## config.mk

```make
export PLATFORM = sky130hd
export DESIGN_NAME = multi_dice_roller_flat
export DESIGN_NICKNAME = d
export VERILOG_FILES = /design/src/rtl/dice_pkg.sv /design/src/rtl/multi_dice_roller_if.sv /design/src/rtl/dice_seg7.sv /design/src/rtl/multi_dice_roller.sv /design/src/flat_wrapper.sv
export SDC_FILE = /design/constraint.sdc
export NUM_CORES = 1
export LEC_CHECK = 0
export ABC_AREA = 0
export BUFFER_PORTS_ARGS = -buffer_cell sky130_fd_sc_hd__buf_2
export CELL_PAD_IN_SITES_DETAIL_PLACEMENT = 0
export CELL_PAD_IN_SITES_GLOBAL_PLACEMENT = 1
export CORE_ASPECT_RATIO = 1.4
export CORE_MARGIN = 4
export CORE_UTILIZATION = 35
export DETAILED_ROUTE_END_ITERATION = 10
export PLACE_DENSITY_LB_ADDON = 0.2
export SLEW_MARGIN = 25
export SYNTH_ARGS = -nofsm -noshare
export SYNTH_HDL_FRONTEND = slang
export SYNTH_SLANG_ARGS = --single-unit
```

## constraint.sdc

```tcl
create_clock -name CLK -period 8.15 [get_ports CLK]
set_input_delay 1.2225 -clock CLK [delete_from_list [all_inputs] [get_ports CLK]]
set_output_delay 1.2225 -clock CLK [all_outputs]
set_load 0.05 [all_outputs]
```

## src/rtl/dice_pkg.sv

```systemverilog
// Shared types and constants for the multi-die roller: FSM states, LFSR seed/taps,
// the 7-segment table and the side-count clamp.
package dice_pkg;

    typedef enum logic {
        IDLE    = 1'b0,
        ROLLING = 1'b1
    } state_t;

    localparam logic [15:0] LFSR_SEED = 16'h00DA;
    // Galois taps for x^16+x^14+x^13+x^11+1 applied after the right shift.
    localparam logic [15:0] LFSR_TAPS = 16'hB400;

    // Entry k holds segments gfedcba for die value k+1.
    localparam logic [6:0] SEG_LUT [8] = '{
        7'b0000110, 7'b1011011, 7'b1001111, 7'b1100110,
        7'b1101101, 7'b1111100, 7'b0000111, 7'b1111111
    };

    function automatic logic [3:0] clamp_sides(input logic [3:0] sides);
        if (sides < 4'd2) begin
            return 4'd2;
        end else if (sides > 4'd8) begin
            return 4'd8;
        end
        return sides;
    endfunction

    function automatic logic [15:0] lfsr_step(input logic [15:0] lfsr);
        return {1'b0, lfsr[15:1]} ^ (lfsr[0] ? LFSR_TAPS : 16'h0000);
    endfunction

endpackage

```

## src/rtl/multi_dice_roller_if.sv

```systemverilog
// Bus between the dice roller and its user: roll request, per-die display, sum and status.
interface multi_dice_roller_if
    import dice_pkg::*;
#(
    parameter int NUM_DICE = 2
);
    localparam int SUM_W = $clog2(8 * NUM_DICE + 1);

    // ROLL is a level request with no ready: every cycle it is high the roller accepts
    // SIDES/HOLD and (re)starts. BUSY/DONE report progress; DONE is a one-cycle pulse.
    logic                    ROLL;
    logic [3:0]              SIDES;
    logic [NUM_DICE-1:0]     HOLD;
    logic [8*NUM_DICE-1:0]   LEDS;
    logic [SUM_W-1:0]        SUM;
    logic                    BUSY;
    logic                    DONE;
    state_t                  DBG_STATE;
    logic [15:0]             DBG_LFSR;

    modport master (
        output ROLL, SIDES, HOLD,
        input  LEDS, SUM, BUSY, DONE, DBG_STATE, DBG_LFSR
    );

    modport slave (
        input  ROLL, SIDES, HOLD,
        output LEDS, SUM, BUSY, DONE, DBG_STATE, DBG_LFSR
    );

endinterface

```

## src/rtl/dice_seg7.sv

```systemverilog
// Die value (1..8) to 7-segment pattern gfedcba; out-of-range values blank the digit.
module dice_seg7
    import dice_pkg::*;
(
    input  logic [3:0] i_val,
    output logic [6:0] o_seg
);

    logic [3:0] w_idx;

    assign w_idx = i_val - 4'd1;

    always_comb begin
        o_seg = 7'b0000000;
        if (i_val >= 4'd1 && i_val <= 4'd8) begin
            o_seg = SEG_LUT[w_idx[2:0]];
        end
    end

endmodule

```

## src/rtl/multi_dice_roller.sv

```systemverilog
// NUM_DICE dice driven by a free-running LFSR with a slowing tumble animation,
// per-die hold, registered 7-segment outputs, running sum and completion pulse.
module multi_dice_roller
    import dice_pkg::*;
#(
    parameter int NUM_DICE  = 2,
    parameter int DIV_START = 2,
    parameter int DIV_END   = 160
) (
    input  logic                CLK,
    input  logic                RST,
    multi_dice_roller_if.slave  bus
);

    localparam int SUM_W = $clog2(8 * NUM_DICE + 1);
    localparam logic [7:0] DIV_START_C = 8'(DIV_START);
    localparam logic [7:0] DIV_END_C   = 8'(DIV_END);

    state_t              r_state;
    logic [15:0]         r_lfsr;
    logic [7:0]          r_counter;
    logic [7:0]          r_clkdiv;
    logic [3:0]          r_sides;
    logic [NUM_DICE-1:0] r_hold;
    logic [3:0]          r_val [NUM_DICE];
    logic [6:0]          r_seg [NUM_DICE];
    logic                r_dp;
    logic                r_busy;
    logic                r_done;
    logic [SUM_W-1:0]    r_sum;

    logic [3:0]          w_rand_val [NUM_DICE];
    logic [6:0]          w_rand_seg [NUM_DICE];
    logic [3:0]          w_next_val [NUM_DICE];
    logic [SUM_W-1:0]    w_next_sum;
    logic [7:0]          w_count_inc;
    logic                w_tick;
    logic                w_last;

    assign w_count_inc = r_counter + 8'd1;
    assign w_tick      = (r_state == ROLLING) && (w_count_inc == r_clkdiv);
    assign w_last      = (r_clkdiv + 8'd1) == DIV_END_C;

    // Each die draws 3 LFSR bits; the segment pattern is decoded before the register
    // so LEDS comes straight from flops.
    for (genvar gi = 0; gi < NUM_DICE; gi++) begin : g_die
        logic [2:0] w_r;
        assign w_r            = r_lfsr[3*gi +: 3];
        assign w_rand_val[gi] = ({1'b0, w_r} % r_sides) + 4'd1;
        assign w_next_val[gi] = r_hold[gi] ? r_val[gi] : w_rand_val[gi];

        dice_seg7 u_seg (
            .i_val (w_rand_val[gi]),
            .o_seg (w_rand_seg[gi])
        );

        assign bus.LEDS[8*gi +: 8] = {r_dp, r_seg[gi]};
    end

    always_comb begin
        w_next_sum = '0;
        for (int i = 0; i < NUM_DICE; i++) begin
            w_next_sum = w_next_sum + SUM_W'(w_next_val[i]);
        end
    end

    always_ff @(posedge CLK) begin
        if (RST) begin
            r_lfsr <= LFSR_SEED;
        end else begin
            r_lfsr <= lfsr_step(r_lfsr);
        end
    end

    always_ff @(posedge CLK) begin
        if (RST) begin
            r_state   <= IDLE;
            r_counter <= 8'd0;
            r_clkdiv  <= DIV_END_C;
            r_sides   <= 4'd2;
            r_hold    <= '0;
            for (int i = 0; i < NUM_DICE; i++) begin
                r_val[i] <= 4'd1;
                r_seg[i] <= SEG_LUT[0];
            end
            r_dp      <= 1'b1;
            r_busy    <= 1'b0;
            r_done    <= 1'b0;
            r_sum     <= SUM_W'(NUM_DICE);
        end else begin
            r_done <= 1'b0;
            // A roll request wins over everything, including the final update edge.
            if (bus.ROLL) begin
                r_sides   <= clamp_sides(bus.SIDES);
                r_hold    <= bus.HOLD;
                r_counter <= 8'd0;
                r_clkdiv  <= DIV_START_C;
                r_dp      <= 1'b0;
                r_busy    <= 1'b1;
                r_state   <= ROLLING;
            end else begin
                case (r_state)
                    ROLLING: begin
                        if (w_tick) begin
                            r_counter <= 8'd0;
                            r_clkdiv  <= r_clkdiv + 8'd1;
                            for (int i = 0; i < NUM_DICE; i++) begin
                                if (!r_hold[i]) begin
                                    r_val[i] <= w_rand_val[i];
                                    r_seg[i] <= w_rand_seg[i];
                                end
                            end
                            r_sum <= w_next_sum;
                            if (w_last) begin
                                r_state <= IDLE;
                                r_busy  <= 1'b0;
                                r_dp    <= 1'b1;
                                r_done  <= 1'b1;
                            end
                        end else begin
                            r_counter <= w_count_inc;
                        end
                    end
                    default: begin
                        r_state <= IDLE;
                    end
                endcase
            end
        end
    end

    assign bus.SUM       = r_sum;
    assign bus.BUSY      = r_busy;
    assign bus.DONE      = r_done;
    assign bus.DBG_STATE = r_state;
    assign bus.DBG_LFSR  = r_lfsr;

endmodule

```

## src/flat_wrapper.sv

```systemverilog
// flat-port wrapper written by rule: the top's interface ports become plain ports
module multi_dice_roller_flat import dice_pkg::*;
#(
    parameter int NUM_DICE  = 2,
    parameter int DIV_START = 2,
    parameter int DIV_END   = 160
)
  (CLK, RST, bus_ROLL, bus_SIDES, bus_HOLD, bus_LEDS, bus_SUM, bus_BUSY, bus_DONE, bus_DBG_STATE, bus_DBG_LFSR);
  multi_dice_roller_if #(.NUM_DICE(NUM_DICE)) bus_i ();
  input  logic CLK;
  input  logic RST;
  input wire logic [$bits(bus_i.ROLL)-1:0] bus_ROLL;
  input wire logic [$bits(bus_i.SIDES)-1:0] bus_SIDES;
  input wire logic [$bits(bus_i.HOLD)-1:0] bus_HOLD;
  output wire logic [$bits(bus_i.LEDS)-1:0] bus_LEDS;
  output wire logic [$bits(bus_i.SUM)-1:0] bus_SUM;
  output wire logic [$bits(bus_i.BUSY)-1:0] bus_BUSY;
  output wire logic [$bits(bus_i.DONE)-1:0] bus_DONE;
  output wire logic [$bits(bus_i.DBG_STATE)-1:0] bus_DBG_STATE;
  output wire logic [$bits(bus_i.DBG_LFSR)-1:0] bus_DBG_LFSR;
  assign bus_i.ROLL = bus_ROLL;
  assign bus_i.SIDES = bus_SIDES;
  assign bus_i.HOLD = bus_HOLD;
  assign bus_LEDS = bus_i.LEDS;
  assign bus_SUM = bus_i.SUM;
  assign bus_BUSY = bus_i.BUSY;
  assign bus_DONE = bus_i.DONE;
  assign bus_DBG_STATE = bus_i.DBG_STATE;
  assign bus_DBG_LFSR = bus_i.DBG_LFSR;
  multi_dice_roller #(.NUM_DICE(NUM_DICE), .DIV_START(DIV_START), .DIV_END(DIV_END)) u_core (.CLK(CLK), .RST(RST), .bus(bus_i));
endmodule
```

==> impl_metrics.csv <==
group,metric,value,unit
run,timing.max_cap.violations,0,
critical_path,cp-end-kind,"flip-flop",
final_layout,multiInputGateArea,0.002899,mm²
critical_path,worst_setup_path_startpoint,"u_core.r_sides[0]",
cts,cts.repair_timing.setup_buffer_count,0,
drt,wl_met3,155,µm
synth,post_synth_and_or_nand_nor_area_fraction,0.1944,
die,floorplan.io_pins,49,
power,p_leak,2.242,nW
cts,numCtsBuffers,9,
synth,syn_area,0.004673,mm²
timing,timing_worst_slew_pin_value,0.9564,ns
cts,cts_repair_resize_count,0,
critical_path,rr_endpoint,"u_core.r_seg[0][9]",
final_layout,layout.area.seq,0.001602,mm²
synth,synth_top_cells_by_area,"dfxtp_1 20%, edfxtp_1 14%, ha_1 11%",
drt,met2_wirelength,6126,µm
synth,synth-seq-cells,69,
timing,count_of_final_max_slew_check_failures,0,
power,pwr_dens,237.2,mW/mm²
drt,dr.max_layer_used,"met4",
drt,finalWirelength,11290,µm
final_layout,number_of_antenna_diodes,0,
placed_design,numPlacedInstances,700,
cts,holdBufCountCts,0,
timing,setup-tns-final,0,ns
synth,ys_dominant_reg_cell,"dfxtp_1",
timing,skew,0.007209,ns
global_route,first_pass_grt_wire_length,18660,µm
synth,synthCells,489,
timing,finalCritPeriodShare,0.8429,
global_route,number_of_antenna_violations_at_the_first_check_in_global_routing,0,
critical_path,register_to_register_path_setup_slack,1.28,ns
synth,synth_xor_xnor_area_share,0.07202,
critical_path,worst-endpoint-arrival,6.90,ns
timing,setup_viol_count_final,0,
synth,postSynth.asyncResetShare,0,
synth,yosysWarnings,0,
cts,clock_latency,0.33,ns
critical_path,crit_type,"flip-flop to flip-flop",
critical_path,critPathSlowestCell,"a21boi_0",
drt,post_drt_wl_per_cell,15.78,µm
drt,wirelength_met1,4814,µm
critical_path,worst-endpoint-required,8.18,ns
critical_path,worst-path-max-fanout,7,
final_layout,layoutNonFillerInstCount,715,
global_route,grt_usage,0.1528,
die,placeableCoreArea,0.01300,mm²
timing,final_hold_viol_count,0,
synth,synth_top_cell_by_area,"dfxtp_1",
synth,synth_fa_ha_area_frac,0.1253,
cts,tritoncts_num_sinks,69,
synth,largest_family_of_logic_cells_by_synthesized_area,"simple AND/OR/NAND/NOR gates",
timing,fmaxAchievable,145.6,MHz
cts,cts_tree,"done",
power,worst_ir_drop_vdd,107.2,µV
global_route,grt_start_max_net_pins,27,
final_layout,area.growth.synth_to_final,14.38,%
timing,whs,0.4388,ns
synth,syn_area_per_cell,9.557,µm²
die,die_w,105.7,µm
critical_path,critical_path.max_stage_delay,0.76,ns
synth,synth_enable_flop_cells,22,
die,die-area,0.01529,mm²
placed_design,gp_congestion,0.8273,
cts,path_clk_slew,0.06,ns
placed_design,portBuffers,48,
final_layout,drive_above_1_share,0.1844,
synth,yosys.cell_types.count,75,
critical_path,worst_setup_path_start_kind,"flip-flop",
drt,drc,0,
drt,drt-initial-drc-count,162,
final_layout,filler_cell_count,1328,
synth,post_synth_mux_area_share,0.04284,
global_route,via_count_of_the_first_global_routing_pass,3703,
drt,drtAntennaViolNets,0,
critical_path,r2r-start,"u_core.r_sides[0]",
cts,cts_max_level,3,
critical_path,timing.critical_path.mode_cell,"ha_1",
drt,viasPerCell,5.083,
drt,vias,3634,
timing,max_slew_margin,0.3567,
timing,shortest_period_the_worst_path_allows,6.870,ns
timing,rsz0062_at_grt,"no",
die,chipHeight,144.7,µm
synth,synth-compound-area-share,0.1829,
synth,netlist.area_leader.share,0.2013,
cts,clk_path_buf_depth,2,
critical_path,timing.reg2reg.worst_path_depth,25,
critical_path,endpoint,"u_core.r_seg[0][9]",
placed_design,dp.final_hpwl,8763,µm
global_route,grt.overflow.total,0,
synth,seq_area_frac_synth,0.3427,
die,floorplan.initialDensity,0.3595,
outcome,status,"finished, final reports clean",
min_path,worstHoldPathType,"flip-flop to flip-flop",
final_layout,final_nets,587,
cts,cts.root.buffer_cell,"clkbuf_16",
synth,synthesized_net_count,543,
drt,drt-pass1-iter-count,4,
die,floorplan.rows,49,
-- worst max-delay path: cells and delay by family, from the launching register on --
kind                     cells  cell delay (ns)
flip-flops                   1             0.45
AND/OR/NAND/NOR              7             1.67
AO/OA/AOI/OAI               11             2.56
buffers and inverters        2             0.43
adder cells (fa/ha/maj)      5             1.46
-- final cells by class --
| cell class | instances | share of cell area |
|---|---|---|
| Clock buffer | 9 | 0.04213 |
| Clock inverter | 6 | 0.007491 |
| Inverter | 27 | 0.01896 |
| Multi-Input combinational cell | 376 | 0.5424 |
| Sequential cell | 69 | 0.2996 |
| Tap cell | 178 | 0.04167 |
| Timing Repair Buffer | 50 | 0.04775 |
-- layout by cell type (no fill, tap or decap), types with 3 or more instances in the layout --
cell type,n
nor2b_1,15
nor4bb_1,3
xnor2_1,21
nor3b_1,4
nor4b_2,3
fa_1,3
nor4_1,5
nor3_1,8
o21a_1,9
a21boi_0,4
o31ai_1,5
and2_1,5
o211ai_1,7
xor2_1,7
nand4_1,5
o21ai_0,25
clkbuf_16,9
mux2i_1,11
edfxtp_1,22
and3_1,7
nor2_1,34
inv_1,26
a211oi_1,4
mux2_2,7
a21oi_1,27
or3_1,9
nand2_1,28
o211a_1,3
a21o_1,5
nand3_1,7
nor4b_1,3
xnor3_1,3
o21bai_1,5
or2_2,5
nand2b_1,3
buf_2,48
ha_1,42
dfxtp_1,47
-- per-stage QoR --
step                area, µm²  setup slack (ns)  utilization  power, mW
floorplan                4673             2.034            -     0.8155
global placement         5071             1.420       0.3902     0.9194
detailed placement       5071             1.313       0.3902     0.9230
CTS                      5336             1.285       0.4106      1.282
global route             5345            0.6560       0.4112      1.356
finish                   5345             1.280       0.4112      1.268
-- cells in the mapped netlist (8+ instances only) --
master    count
dfxtp_1      47
ha_1         42
nor2_1       34
nand2_1      28
a21oi_1      27
inv_1        26
o21ai_0      25
edfxtp_1     22
xnor2_1      21
nor2b_1      15
mux2i_1      11
clkbuf_1     10
o21a_1        9
or3_1         9
nor3_1        8
-- how the worst min path moves through the flow --
| stage | end | depth (start not counted) | from | slack [ns] |
|---|---|---|---|---|
| after floorplan | u_core.r_dp | 2 | u_core.r_dp | 0.44 |
| after global placement | u_core.bus.DBG_LFSR[7] | 1 | u_core.bus.DBG_LFSR[8] | 0.42 |
| after detailed placement | u_core.bus.DBG_LFSR[7] | 1 | u_core.bus.DBG_LFSR[8] | 0.43 |
| after CTS | u_core.bus.DBG_LFSR[7] | 1 | u_core.bus.DBG_LFSR[8] | 0.44 |
| after global routing | u_core.bus.DBG_LFSR[7] | 1 | u_core.bus.DBG_LFSR[8] | 0.45 |
| final | u_core.bus.DBG_LFSR[7] | 1 | u_core.bus.DBG_LFSR[8] | 0.44 |
-- state kept, by name, summed over array words and instances, names as in the netlist --
register / count
u_core.r_dp: 1
u_core.r_counter: 8
u_core.r_val: 8
u_core.r_hold: 2
u_core.r_clkdiv: 8
u_core.r_seg: 14
u_core.bus.DBG_STATE: 1
u_core.bus.DBG_LFSR: 16
u_core.bus.SUM: 5
u_core.bus.DONE: 1
u_core.bus.BUSY: 1
u_core.r_sides: 4
-- metal layers --
| layer | vias up | global-route usage |
|---|---|---|
| met5 | - | 0 |
| met4 | 0 | 0.05457 |
| met3 | 9 | 0.01953 |
| met2 | 29 | 0.2974 |
| met1 | 1733 | 0.1698 |
| li1 | 1863 | - |
-- power breakdown --
group          switching, mW  total (mW)  internal, mW
Combinational          0.313       0.534         0.221
Sequential            0.0139       0.380         0.366
Clock                  0.150       0.354         0.204
Total                  0.477        1.27         0.791
-- cells by family after synthesis --
logic type,after synthesis
fa+ha+maj,45
xor+xnor,32
simple gates,159
flops,69
buf+inv,44
compound gates,121
mux,19
Power figures use the tool's default switching activity.
